[config.mk]
export PLATFORM = sky130hd
export DESIGN_NAME = window_player
export DESIGN_NICKNAME = d
export VERILOG_FILES = /design/src/rtl/window_player_pkg.sv /design/src/rtl/window_player_stereo_st_out.sv /design/src/rtl/window_player.sv
export SDC_FILE = /design/constraint.sdc
export NUM_CORES = 1
export LEC_CHECK = 0
export BUFFER_PORTS_ARGS = -buffer_cell sky130_fd_sc_hd__buf_4
export CORE_MARGIN = 1
export CORE_UTILIZATION = 43
export DETAILED_ROUTE_END_ITERATION = 8
export PLACE_DENSITY = 0.75
export SLEW_MARGIN = 20
export SYNTH_ARGS = -nofsm -noshare
export SYNTH_HDL_FRONTEND = slang
export SYNTH_HIERARCHICAL = 1
export SYNTH_SLANG_ARGS = --single-unit
[constraint.sdc]
create_clock -name clk -period 1.9 [get_ports clk]
set_input_delay 0.095 -clock clk [delete_from_list [all_inputs] [get_ports clk]]
set_output_delay 0.095 -clock clk [all_outputs]
set_load 0.1 [all_outputs]
[src/rtl/window_player_pkg.sv]
// Shared types for the window playback path.
package player_pkg;

   localparam int NUM_WINDOWS = 4;
   localparam int SAMPLE_W    = 16;

   typedef logic [SAMPLE_W-1:0] sample_t;

   typedef enum logic [1:0] {
      IDLE    = 2'd0,
      FETCH   = 2'd1,
      WAIT    = 2'd2,
      PRESENT = 2'd3
   } state_e;

endpackage

[src/rtl/window_player_stereo_st_out.sv]
// Stereo Avalon-ST source: one sample presented to both channels, each channel
// drops valid after its own transfer; both_done marks the cycle the pair completes.
module stereo_st_out #(
   parameter int DATA_W = 16
) (
   input  logic              clk,
   input  logic              reset,
   input  logic              load,
   input  logic [DATA_W-1:0] load_data,
   input  logic              left_ready,
   input  logic              right_ready,
   output logic [DATA_W-1:0] left_data,
   output logic              left_valid,
   output logic [DATA_W-1:0] right_data,
   output logic              right_valid,
   output logic              both_done
);

   logic [DATA_W-1:0] data_q;

   // Done once every still-pending channel is transferring this cycle.
   assign both_done = (left_valid || right_valid) &&
                      (!left_valid  || left_ready) &&
                      (!right_valid || right_ready);

   assign left_data  = data_q;
   assign right_data = data_q;

   always_ff @(posedge clk) begin
      if (reset) begin
         data_q      <= '0;
         left_valid  <= 1'b0;
         right_valid <= 1'b0;
      end else if (load) begin
         data_q      <= load_data;
         left_valid  <= 1'b1;
         right_valid <= 1'b1;
      end else begin
         if (left_valid && left_ready)   left_valid  <= 1'b0;
         if (right_valid && right_ready) right_valid <= 1'b0;
      end
   end

endmodule

[src/rtl/window_player.sv]
// Plays one window of ring-buffer samples to the codec's stereo sinks.
// Optional zero-fill on underrun: define WINDOW_PLAYER_UNDERRUN_ZERO_EN.
module window_player
   import player_pkg::*;
#(
   parameter int DATA_W     = 16,
   parameter int ADDR_W     = 13,
   parameter int WINDOW_LEN = 2048
) (
   input  logic                           clk,
   input  logic                           reset,
   input  logic                           go_in,
   input  logic [$clog2(NUM_WINDOWS)-1:0] window_start,
   output logic [ADDR_W-1:0]              ring_buf_addr,
   output logic                           ring_buf_rden,
   input  logic [DATA_W-1:0]              ring_buf_q,
   output logic [DATA_W-1:0]              left_out_data,
   output logic                           left_out_valid,
   input  logic                           left_out_ready,
   output logic [DATA_W-1:0]              right_out_data,
   output logic                           right_out_valid,
   input  logic                           right_out_ready,
   output logic                           busy,
   output logic                           go_out
`ifdef WINDOW_PLAYER_UNDERRUN_ZERO_EN
   , output logic [15:0]                  underrun_count
`endif
);

   localparam int                WS_W     = $clog2(NUM_WINDOWS);
   localparam int                OFF_W    = $clog2(WINDOW_LEN);
   localparam logic [OFF_W-1:0]  LAST_OFF = OFF_W'(WINDOW_LEN - 1);

   function automatic logic [ADDR_W-1:0] win_base(input logic [WS_W-1:0] w);
      return ADDR_W'(w) << OFF_W;
   endfunction

   state_e             state;
   logic [ADDR_W-1:0]  base;
   logic [OFF_W-1:0]   offset;
   logic               pend_vld;
   logic [WS_W-1:0]    pend_win;

   logic               both_done, load, idle_free, start, sample_done, last;
   logic               pend_now_vld;
   logic [WS_W-1:0]    pend_now_win;
   logic [DATA_W-1:0]  load_data;

   // A go_in this cycle counts as pending and, being newest, wins the slot.
   assign pend_now_vld = pend_vld || go_in;
   assign pend_now_win = go_in ? window_start : pend_win;

   assign last        = (offset == LAST_OFF);
   assign sample_done = (state == PRESENT) && both_done;
   assign start       = (state == IDLE && idle_free && pend_now_vld) ||
                        (sample_done && last && pend_now_vld);

   assign go_out        = sample_done && last;
   assign busy          = (state != IDLE);
   assign ring_buf_rden = (state == FETCH);
   assign ring_buf_addr = ring_buf_rden ? base + ADDR_W'(offset) : '0;

`ifdef WINDOW_PLAYER_UNDERRUN_ZERO_EN
   logic zero_load;

   // A zero sample in flight must finish before a new window may fetch.
   assign idle_free = !(left_out_valid || right_out_valid) || both_done;
   assign zero_load = (state == IDLE) && idle_free && !pend_now_vld;
   assign load      = (state == WAIT) || zero_load;
   assign load_data = (state == WAIT) ? ring_buf_q : '0;

   always_ff @(posedge clk) begin
      if (reset)
         underrun_count <= '0;
      else if (state == IDLE && both_done && underrun_count != 16'hFFFF)
         underrun_count <= underrun_count + 16'd1;
   end
`else
   assign idle_free = 1'b1;
   assign load      = (state == WAIT);
   assign load_data = ring_buf_q;
`endif

   always_ff @(posedge clk) begin
      if (reset) begin
         state    <= IDLE;
         base     <= '0;
         offset   <= '0;
         pend_vld <= 1'b0;
         pend_win <= '0;
      end else if (start) begin
         base     <= win_base(pend_now_win);
         offset   <= '0;
         pend_vld <= 1'b0;
         state    <= FETCH;
      end else begin
         if (go_in) begin
            pend_vld <= 1'b1;
            pend_win <= window_start;
         end
         case (state)
            FETCH:   state <= WAIT;
            WAIT:    state <= PRESENT;
            PRESENT: if (both_done) begin
               if (last) begin
                  state <= IDLE;
               end else begin
                  offset <= offset + OFF_W'(1);
                  state  <= FETCH;
               end
            end
            default: ;
         endcase
      end
   end

   stereo_st_out #(.DATA_W(DATA_W)) u_out (
      .clk         (clk),
      .reset       (reset),
      .load        (load),
      .load_data   (load_data),
      .left_ready  (left_out_ready),
      .right_ready (right_out_ready),
      .left_data   (left_out_data),
      .left_valid  (left_out_valid),
      .right_data  (right_out_data),
      .right_valid (right_out_valid),
      .both_done   (both_done)
   );

endmodule
Word-level counts from Yosys, hierarchy flattened
Cells that the tools add are included.
{"block": "totals", "latch_bits": 0, "ram_bits": 0, "memories": 0, "inputBits": 23, "ff_bits": 36, "rom_bits": 0, "out_inout_bits": 50}
{"block": "classes", "reduce_logical": 25, "n_div": 0, "n_eq_ne": 6, "magnitude_cmp": 0, "addsub": 2, "n_mux": 10, "n_bitwise": 1, "n_mul": 0, "shifts": 0}
{"op": "adder 13 x 11 -> 13 bit", "count": 1}
{"op": "two-way mux 13 bit", "count": 1}
{"op": "adder 11 x 1 -> 11 bit, second input constant", "count": 1}
{"op": "equality test 11 bit, second input constant", "count": 1}
{"op": "logical AND 1 bit", "count": 8}
{"op": "two-way mux 1 bit", "count": 6}
{"op": "one-hot mux 2 bit (3 select lines)", "count": 1}
{"op": "nonzero test 2 bit", "count": 3}
{"op": "logical OR 1 bit", "count": 5}
{"op": "equality test 2 bit, second input constant", "count": 2}
{"op": "two-way mux 2 bit", "count": 2}
{"op": "AND reduction 2 bit", "count": 2}
{"op": "nonzero test 4 bit", "count": 1}
{"op": "!= test 3 bit, second input constant", "count": 1}
{"op": "AND reduction 3 bit", "count": 1}
{"op": "nonzero test 3 bit", "count": 1}
{"op": "equality test 2 x 1 -> 1 bit, second input constant", "count": 1}
{"op": "zero test 1 bit", "count": 2}
{"op": "zero test 2 bit", "count": 1}
{"op": "!= test 2 bit, second input constant", "count": 1}
{"op": "OR reduction 2 bit", "count": 1}
{"op": "NOT 1 bit", "count": 1}

Longest topological paths before layout
{"block": "depth", "ltp_word": 10, "ltp_mapped": 7, "depth_no_buf": 6}

Cells and area by module
The synthesis kept the hierarchy.
{"module": "window_player", "area_per_inst_um2": 1046.0, "instances": 1, "cells_per_inst": 120}
{"module": "stereo_st_out", "area_per_inst_um2": 778.2, "instances": 1, "cells_per_inst": 76}

Worst setup path after synthesis
No wires, ideal clock.
{"block": "synth_path", "path_type": "register -> register", "from": "register u_out.right_valid", "to": "register base[12]", "path_buffers": 0, "setup_ns": 0.126, "path_slack_ns": -3.160, "required_time_ns": 1.774, "synth_period_minus_slack_ns": 5.060, "path_stages_with_launch": 6, "arrival_ns": 4.934, "cell_sequence": "dfxtp_1 -> o211a_1 -> nand4_2 -> nor4_1 -> or2_2 -> a221oi_2"}
{"block": "synth_between", "elab_chain_len": 7}
{"element": "from (decl)", "line_no": "window_player_stereo_st_out.sv:15", "text": "output logic right_valid,"}
{"element": "from (signal assigned)", "line_no": "window_player_stereo_st_out.sv:33", "text": "right_valid <= 1'b0;"}
{"element": "from (signal assigned)", "line_no": "window_player_stereo_st_out.sv:37", "text": "right_valid <= 1'b1;"}
{"element": "from (signal assigned)", "line_no": "window_player_stereo_st_out.sv:40", "text": "if (right_valid && right_ready) right_valid <= 1'b0;"}
{"element": "logical OR 1 bit or zero test 1 bit (tied branches)", "line_no": "window_player_stereo_st_out.sv:22, window_player_stereo_st_out.sv:24"}
{"element": "logical AND 1 bit or logical OR 1 bit (tied branches)", "line_no": "window_player_stereo_st_out.sv:22, window_player_stereo_st_out.sv:24"}
{"element": "logical AND 1 bit *", "line_no": "window_player_stereo_st_out.sv:23", "text": "(!left_valid || left_ready) &&"}
{"element": "net both_done", "line_no": "window_player.sv:44", "text": "logic both_done, load, idle_free, start, sample_done, last;"}
{"element": "logical AND 1 bit *", "line_no": "window_player.sv:54", "text": "assign sample_done = (state == PRESENT) && both_done;"}
{"element": "logical AND 1 bit *"}
{"element": "net go_out", "line_no": "window_player.sv:24", "text": "output logic go_out"}
{"element": "logical AND 1 bit *", "line_no": "window_player.sv:56", "text": "(sample_done && last && pend_now_vld);"}
{"element": "logical OR 1 bit *", "line_no": "window_player.sv:55", "text": "assign start = (state == IDLE && idle_free && pend_now_vld) ||"}
{"element": "to (signal assigned)", "line_no": "window_player.sv:92", "text": "base <= win_base(pend_now_win);"}
{"element": "to (decl)", "line_no": "window_player.sv:39", "text": "logic [ADDR_W-1:0] base;"}
The timed path passes the listed nets; every way through them passes the cells marked *.
A chain may end at the register's enable or synchronous reset.

Worst setup path after layout
{"block": "layout_path", "from": "register u_out.left_valid", "to": "register offset[9]"}
{"block": "layout_between", "elab_chain_len": 9}
{"element": "from (decl)", "line_no": "window_player_stereo_st_out.sv:13", "text": "output logic left_valid,"}
{"element": "from (signal assigned)", "line_no": "window_player_stereo_st_out.sv:32", "text": "left_valid <= 1'b0;"}
{"element": "from (signal assigned)", "line_no": "window_player_stereo_st_out.sv:36", "text": "left_valid <= 1'b1;"}
{"element": "from (signal assigned)", "line_no": "window_player_stereo_st_out.sv:39", "text": "if (left_valid && left_ready) left_valid <= 1'b0;"}
{"element": "zero test 1 bit", "line_no": "window_player_stereo_st_out.sv:23"}
{"element": "logical OR 1 bit", "line_no": "window_player_stereo_st_out.sv:23"}
{"element": "logical AND 1 bit *", "line_no": "window_player_stereo_st_out.sv:22", "text": "assign both_done = (left_valid || right_valid) &&"}
{"element": "logical AND 1 bit *", "line_no": "window_player_stereo_st_out.sv:23"}
{"element": "net both_done", "line_no": "window_player.sv:44"}
{"element": "logical AND 1 bit", "line_no": "window_player.sv:54"}
{"element": "logical AND 1 bit (2 in series)", "line_no": "window_player.sv:56"}
{"element": "logical OR 1 bit", "line_no": "window_player.sv:55"}
{"element": "OR reduction 2 bit (no line)"}
{"element": "to (signal assigned)", "line_no": "window_player.sv:108", "text": "offset <= offset + OFF_W'(1);"}
{"element": "to (decl)", "line_no": "window_player.sv:40", "text": "logic [OFF_W-1:0] offset;"}
Marked as above.

==> impl_metrics.csv <==
group,metric,value,unit
clock_network,numCtsBuffers,5,
worst_setup_path,slowest_stage,"or4_4",
routing,ant_nets,0,
worst_setup_path,cp-end-kind,"flop",
timing,hold_slack,0.0417,ns
finish,seq_area,731,um2
finish,final_cells,317,
yosys,synthFlopType,"dfxtp_1",
power_and_ir_drop,ir_drop,723,uV
worst_setup_path,crit_fanout,5,
flow_run,drv_cap,0,
timing,fin_skew,0.00169,ns
clock_network,insertion_delay,0.29,ns
timing,finalCritPeriodShare,94.5,%
placed_design,dpl_worst_slack,0.0473,ns
die,die_width,67.1,um
power_and_ir_drop,p_leak,1.12,nW
global_routing,grt_usage,18.7,%
clock_network,clock_path_buffers,2,
routing,drtIter0Drc,64,
routing,wirelength,4050,um
yosys,ys_ff_latch,36,
placed_design,dp.cells,309,
worst_setup_path,crit_family,"simple AND/OR/NAND/NOR gates",
finish,final_common_cell,"buf_4",
finish,utilization,63.0,%
timing,finalHoldViolations,0,
clock_network,cts_sinks,36,
routing,drc,0,
worst_setup_path,cp_num_buf_inv,0,
routing,avgRoutedWirePerCell,12.8,um
routing,viasPerCell,4.98,
yosys,async_flop_share,0,%
routing,num_vias,1580,
worst_setup_path,critPathArrivalTime,2.02,ns
yosys,ys_types,42,
timing,slew_headroom,66.9,%
clock_network,htreeDepth,2,
yosys,synth_cells,196,
placed_design,portBuffers,72,
die,die_h,67.1,um
finish,drive_above_1_share,46.4,%
clock_network,cts_root_buf,"clkbuf_8",
finish,area_delta_synth_final,39.0,%
yosys,ys_top_cells_by_area,"dfxtp_1, mux2i_1, buf_4",
worst_setup_path,critical_path.max_stage_delay,0.48,ns
placed_design,hpwl,3010,um
die,coreArea,0.00403,mm2
global_routing,grt_pass1_wl,6230,um
die,dieArea,0.00451,mm2
timing,worstMarginPinSlew,0.484,ns
timing,timing.fmax,0.557,GHz
yosys,synthDominantCellAreaShare,39.5,%
power_and_ir_drop,power_density,1520,mW/mm2
yosys,synth-edff-count,0,
die,ios,73,
finish,multi_input_area,958,um2
yosys,synth_fp_nets,224,
timing,slew_viol_final,0,
worst_setup_path,worstSetupPathType,"reg -> reg",
die,placementRows,23,
global_routing,grt_antenna_before_repair,0,
worst_setup_path,crit_chain,"nand2b_4, o211a_4, nand4_4, or3_4, or4_4, a21oi_2",
global_routing,grt_pass1_vias,1374,
power_and_ir_drop,finalPower,0.00386,W
worst_setup_path,startpoint_type,"flop",
global_routing,grt_overflow,0,
yosys,seq_area_frac_synth,39.5,%
hold_path,hold_path_class,"in -> reg",
finish,n_fill_cell,383,
global_routing,grt_start_max_net_pins,23,
clock_network,cts_tree,"done",
worst_setup_path,crit_required,2.13,ns
yosys,synth_top_area_cell,"dfxtp_1",
yosys,synthesis.area_per_instance,9.31,um2
finish,layout_common_cells,"buf_4, dfxtp_1, nor2_1, mux2i_1",
finish,diodes,0,
timing,layout_setup_ws,0.105,ns
run_status,status,"finished, final reports clean",
finish,fin_nets,294,
die,initial_core_util,45.3,%
timing,finalSetupViolCount,0,
timing,rsz0062_at_grt,"false",
placed_design,gp_congestion,0.779,
yosys,syn_area,0.00182,mm2
timing,post-route-min-period,1.80,ns
routing,firstDrtPassIters,4,
yosys,yosys_warnings,6,
clock_network,cts.clk_slew.worst_paths,0.07,ns
==> final cells by class <==
class	instances	area share [%]
Clock buffer	6	3.26
Sequential cell	36	28.8
Multi-Input combinational cell	129	37.8
Inverter	9	1.48
Clock inverter	2	0.395
Tap cell	50	2.47
Timing Repair Buffer	85	25.8
==> final timing paths <==
kind / endpoint / depth (start not counted) / startpoint / slack, ns
hold / removal: u_out/left_data[12] / 3 / ring_buf_q[12] / 0.04
setup reg to reg: offset[9] / 6 / u_out/left_valid / 0.10
hold reg to reg: pend_win[1] / 2 / pend_win[1] / 0.46
setup / recovery: offset[9] / 6 / u_out/left_valid / 0.10
==> worst reg2reg max path: stages, from the launching register on <==
cell and delay, ns:
dfxtp_4 0.36, nand2b_4 0.07, o211a_4 0.19, nand4_4 0.15
or3_4 0.38, or4_4 0.48, a21oi_2 0.12
==> per-layer routing <==
| metal | track usage (%) | vias to the layer above | wire length, um |
|---|---|---|---|
| met5 | 0 | - | 0 |
| met4 | 7.18 | 0 | 18 |
| met3 | 6.59 | 4 | 359 |
| met2 | 29.9 | 65 | 1900 |
| met1 | 22.9 | 717 | 1770 |
| li1 | - | 794 | - |
==> through the flow <==
stage,cell area (um2),setup TNS (ns)
floorplan,1890,-1.25
global placement,2430,0
detailed placement,2430,0
CTS,2530,0
global route,2540,0
finish,2540,0
==> sequential cells by signal, indices dropped and copies added, names as in the netlist <==
register / flops
pend_vld: 1
u_out/right_valid: 1
u_out/left_valid: 1
u_out/left_data: 16
offset: 11
pend_win: 2
base: 2
state: 2
==> where the power goes <==
part	leakage, nW	total [W]	switching [W]	internal, W
clock	0.0510	0.000557	0.000268	0.000289
sequential	0.294	0.000991	0.0000991	0.000892
combinational	0.779	0.00231	0.00172	0.000592
==> cells by family (layout without fill, tap and decap cells) <==
group | Yosys count | count (layout) | share of synthesized area [%]
compound gates | 23 | 23 | 9.88
xor+xnor | 3 | 3 | 1.44
fa+ha+maj | 5 | 5 | 3.43
buf+inv | 31 | 102 | 11.5
flops | 36 | 36 | 39.5
mux | 22 | 22 | 12.1
simple gates | 76 | 76 | 22.2
==> Yosys cell counts (2+ instances only) <==
| master | instances |
|---|---|
| dfxtp_1 | 36 |
| nor2_1 | 27 |
| mux2i_1 | 22 |
| buf_4 | 16 |
| and2_1 | 14 |
| nand2_1 | 10 |
| inv_1 | 9 |
| a21oi_1 | 7 |
| ha_1 | 5 |
| nand2b_1 | 4 |
| o31ai_1 | 4 |
| a211oi_1 | 3 |
| nand3_1 | 3 |
| nor3_1 | 3 |
| a221oi_2 | 2 |
| buf_2 | 2 |
| buf_6 | 2 |
| nand4_1 | 2 |
| xnor2_1 | 2 |
==> timing repair <==
| item | in CTS | in global routing |
|---|---|---|
| setup buffers | 0 | 1 |
| gates resized for setup | 2 | 3 |
| setup endpoints to repair | 1 | 2 |
| hold buffers | 0 | 0 |
| pin swaps | 1 | 3 |
Power figures use the tool's default switching activity.
